## src/rtl/ysyx_23060096_idu_ctrl.sv

```systemverilog
// ysyx_23060096_idu_ctrl: decode-stage pipeline register between IFU and EXU with imm-gen control
// Ports: in_valid/in_ready/in_inst/in_pc  IFU side handshake and payload
//        out_valid/out_ready/out_inst/out_pc  EXU side handshake and held payload
//        ext_op/imm_inst/imm_used  immediate generator controls, illegal/trap_ack  exception path
//        flush  drops the held instruction, stall_cnt  saturating back-pressure cycle count
module ysyx_23060096_idu_ctrl #(
  parameter int CNT_W        = 16,
  parameter bit ILLEGAL_TRAP = 1'b1
) (
  input  logic             clk,
  input  logic             rst,
  input  logic             in_valid,
  output logic             in_ready,
  input  logic [31:0]      in_inst,
  input  logic [31:0]      in_pc,
  input  logic             flush,
  output logic             out_valid,
  input  logic             out_ready,
  output logic [31:0]      out_inst,
  output logic [31:0]      out_pc,
  output logic [2:0]       ext_op,
  output logic [24:0]      imm_inst,
  output logic             imm_used,
  output logic             illegal,
  input  logic             trap_ack,
  output logic [CNT_W-1:0] stall_cnt
);
  typedef enum logic [1:0] {IDLE, FULL, TRAP} state_t;
  state_t state_q, state_d;
  logic [31:0] inst_q, pc_q;
  logic [2:0] ext_q, ext_d;
  logic used_q, used_d, ill_q, ill_d, legal, accept;
  logic [CNT_W-1:0] cnt_q;
  assign in_ready  = !flush && (state_q == IDLE || (state_q == FULL && out_ready));
  assign accept    = in_valid && in_ready;
  assign out_valid = state_q == FULL;
  assign out_inst  = inst_q;
  assign out_pc    = pc_q;
  assign imm_inst  = inst_q[31:7];
  assign ext_op    = ext_q;
  assign imm_used  = used_q;
  assign illegal   = ill_q;
  assign stall_cnt = cnt_q;
  always_comb begin
    ext_d  = 3'b000;
    used_d = 1'b1;
    legal  = 1'b1;
    case (in_inst[6:0])
      7'b0110111, 7'b0010111: ext_d = 3'b001;
      7'b1101111: ext_d = 3'b100;
      7'b1100011: ext_d = 3'b011;
      7'b0100011: ext_d = 3'b010;
      7'b1100111, 7'b0000011, 7'b0010011, 7'b1110011: ext_d = 3'b000;
      7'b0110011: used_d = 1'b0;
      default: begin
        used_d = 1'b0;
        legal  = 1'b0;
      end
    endcase
  end
  // illegal is a one-cycle pulse after accept, except it is held for the whole TRAP stay
  always_comb begin
    state_d = state_q;
    ill_d   = 1'b0;
    if (state_q == TRAP) begin
      state_d = trap_ack ? IDLE : TRAP;
      ill_d   = !trap_ack;
    end else if (flush) begin
      state_d = IDLE;
    end else if (accept) begin
      state_d = (!legal && ILLEGAL_TRAP) ? TRAP : FULL;
      ill_d   = !legal;
    end else if (state_q == FULL && out_ready) begin
      state_d = IDLE;
    end
  end
  always_ff @(posedge clk or posedge rst) begin
    if (rst) begin
      state_q <= IDLE;
      inst_q  <= '0;
      pc_q    <= '0;
      ext_q   <= '0;
      used_q  <= 1'b0;
      ill_q   <= 1'b0;
      cnt_q   <= '0;
    end else begin
      state_q <= state_d;
      ill_q   <= ill_d;
      if (accept) begin
        inst_q <= in_inst;
        pc_q   <= in_pc;
        ext_q  <= ext_d;
        used_q <= used_d;
      end
      if (state_q == FULL && !out_ready && !(&cnt_q)) cnt_q <= cnt_q + 1'b1;
    end
  end
endmodule
```

## config.mk

```make
export PLATFORM = sky130hd
export DESIGN_NAME = ysyx_23060096_idu_ctrl
export DESIGN_NICKNAME = d
export VERILOG_FILES = /design/src/rtl/ysyx_23060096_idu_ctrl.sv
export SDC_FILE = /design/constraint.sdc
export NUM_CORES = 1
export LEC_CHECK = 0
export BUFFER_PORTS_ARGS = -buffer_cell sky130_fd_sc_hd__buf_2
export CORE_ASPECT_RATIO = 1.75
export CORE_MARGIN = 2
export CORE_UTILIZATION = 46
export CTS_CLUSTER_DIAMETER = 40
export DETAILED_ROUTE_END_ITERATION = 7
export PLACE_DENSITY_LB_ADDON = 0.05
export SYNTH_ARGS = -nofsm -noshare
export SYNTH_HDL_FRONTEND = slang
export SYNTH_SLANG_ARGS = --single-unit
```

## constraint.sdc

```tcl
create_clock -name clk -period 3.2 [get_ports clk]
set_input_delay 0.64 -clock clk [delete_from_list [all_inputs] [get_ports clk]]
set_output_delay 0.64 -clock clk [all_outputs]
set_load 0.05 [all_outputs]
```

==> key figures <==
Route
  • Avg WL per Cell: 13.5 um
  • # DRC: 0
  • DR pass1 iterations: 4
  • Via density: 4.81
  • Via count: 3,229
  • Remaining antenna violation count: 0
  • Initial DRC Count: 163
  • WL final: 9.05 mm

CTS
  • CTS Buf Count: 9
  • Clock Path Buffers: 2
  • Clk Tree Root Cell: clkbuf_16
  • CTS clk-pin slew, worst paths: 60 ps
  • Post-CTS setup buffers: 0
  • Skew-Pair Late Insertion Delay: 340 ps
  • Cts repair resizes: 0
  • CTS Hold Bufs: 0
  • CTS tree: built
  • H-tree Lvls: 3
  • Clock sink count: 87

Global route
  • Largest net degree at the start of global routing: 75
  • Initial antenna violation count: 0
  • Global-route wire length before repair: 15.0 mm
  • Number of global-route vias before repair: 3,125
  • Total gr overflow: 0
  • Gr usage total: 0.211

Cells and area
  • Fin area: 4980 um^2
  • Footprint of the multi-input gates: 1380 um^2
  • Post-layout net count: 645
  • Commonest non-fill, non-tap cell in the layout: nand2_1
  • Register Area: 2180 um^2
  • Fillers: 738
  • Layout cells sized above 1: 0.359
  • Synth-to-Final Area Change: 30.1%
  • Most frequent cells in the layout: 205 x nand2_1, 181 x buf_2, 87 x dfrtp_1

STA
  • Final setup violation count: 0
  • Max_slew headroom: 0.477
  • TNS Setup: 0 ps
  • Slew at the pin closest to its max-slew limit: 777 ps
  • Fin. Hold Viols: 0
  • Achievable Freq: 0.488 GHz
  • Slew Limit Fails: 0
  • Final min period: 2050 ps
  • Crit share post-route: 0.640
  • Unrepaired setup endpoints after global routing: no
  • Clk_skew: 3.64 ps

Placement
  • RePlAce Congestion: 0.808
  • I/O Buffers: 181
  • Post-DP HPWL: 6.44 mm
  • Post-DP Area: 4630 um^2

Power and ir drop
  • Power Density: 808 nW/um^2
  • Static Leak: 2.87 nW
  • Worst ir drop on vdd: 0.000457 V

Synthesis
  • Library cells used by synthesis: 44
  • Sequential area share after synthesis: 0.568
  • Syn_area_per_cell: 9.12 um^2
  • EDFF count, synth: 0
  • Top FF cell, synth: dfrtp_1
  • Ys async rst share: 1.00
  • Synthesized area: 3830 um^2
  • Post-Syn Nets: 491
  • Synth Warn #: 0
  • Post-Syn Instances: 420
  • FF+latch count, synth: 87

Critical path
  • Startpoint type of the worst setup path: register
  • Critical path's slowest cell: nor3_1
  • Critical path cell sequence: ha_1, nand3_1, nor3_1, a21oi_1, mux2_2
  • Crit path max fanout: 6
  • Req. time, crit path: 3420 ps
  • Worst path arrival time: 2270 ps
  • Setup crit end kind: register
  • Peak per-stage delay on the critical path: 580 ps
  • WS Path Type: reg -> reg

Die
  • Chip width: 73.0 um
  • Die area: 9100 um^2
  • Rows: 44
  • I/O Pins: 182
  • Initial Utilization: 0.467
  • Core area: 8200 um^2
  • Die span in y: 125 um

Worst hold path
  • HP Class: in -> async

Run status
  • Status: completed

Flow run
  • Maxcap violations: 0
-- where the power goes --
| group | internal, mW | switching [mW] |
|---|---|---|
| Sequential | 1.28 | 0.117 |
| Combinational | 0.283 | 1.15 |
| Clock | 0.784 | 0.418 |
| Total | 2.35 | 1.68 |
-- cell usage after synthesis (2+ instances only) --
cell        n  area, um^2
nand2b_1    2        12.5
o21ai_0     6        30.0
nor4b_1     2        17.5
nand2_1   205         769
nor3_1      4        20.0
nand3_1     6        30.0
dfrtp_1    87        2180
nor2_1      7        26.3
nor2b_1     3        18.8
xor2_1      8        70.1
buf_4      25         188
a211oi_1    3        22.5
o31ai_1     3        22.5
inv_1       5        18.8
clkbuf_1    2        7.51
buf_2      12        60.1
nand4_1     4        25.0
a21oi_1     5        25.0
and4_1      2        17.5
xnor2_1     5        43.8
-- path summary, 6_finish.rpt --
kind / from / end / slack, ps / cells past startpoint
min: rst / out_inst[20] / 350 / 2
max in group asynchronous: rst / out_inst[0] / 2180 / 3
min in group clk: out_inst[1] / out_inst[1] / 470 / 2
min reg2reg: out_inst[1] / out_inst[1] / 470 / 2
max reg2reg: stall_cnt[0] / stall_cnt[1] / 1150 / 5
max: stall_cnt[0] / stall_cnt[1] / 1150 / 5
-- stage by stage --
step,setup WS (ps),std cells,util,power (mW),hold WS [ps]
final,1150,672,0.608,4.03,350
after global routing,968,671,0.607,4.20,410
after CTS,1150,671,0.607,4.07,368
after detailed placement,927,655,0.565,2.86,457
after global placement,970,655,0.565,2.84,453
after floorplan,310,420,-,2.58,580
-- area by class of cell --
type,instances,area share
sequential,87,0.437
multi-input combinational,288,0.276
timing repair buffer,183,0.190
clock buffer,11,0.0487
tap,92,0.0231
clock inverter,5,0.0211
inverter,5,0.00402
antenna,1,0.000502
-- routing by layer --
metal / vias up / global-route usage / share of wire
met3: 17 / 0.0356 / 0.048
met2: 118 / 0.344 / 0.52
li1: 1622 / - / -
met4: 0 / 0.115 / 0.029
met5: - / 0 / 0
met1: 1472 / 0.258 / 0.40
-- worst max-delay path, delay by kind of cell, from the launching register on --
kind	cells	cell delay (ps)
AOI/OAI and AO/OA	1	230
DFF	1	410
muxes	1	320
adders and majority gates	1	240
and+or+nand+nor	2	740
-- cell families (layout without fill, tap and decap cells) --
group | Yosys count | in the layout | share of synthesized area
other | 0 | 1 | 0
buffers and inverters | 45 | 204 | 0.0745
multiplexers | 2 | 2 | 0.00588
flip-flops | 87 | 87 | 0.568
AND/OR/NAND/NOR | 250 | 250 | 0.279
adder cells (fa/ha/maj) | 1 | 1 | 0.00327
AO/OA/AOI/OAI | 22 | 22 | 0.0395
XOR/XNOR | 13 | 13 | 0.0297
-- registers in the layout (all words and copies together), names as in the netlist --
signal and count:
illegal 1, stall_cnt 16, imm_used 1, out_pc 32
state_q 2, out_inst 32, ext_op 3
(Power assumes the default switching activity.)
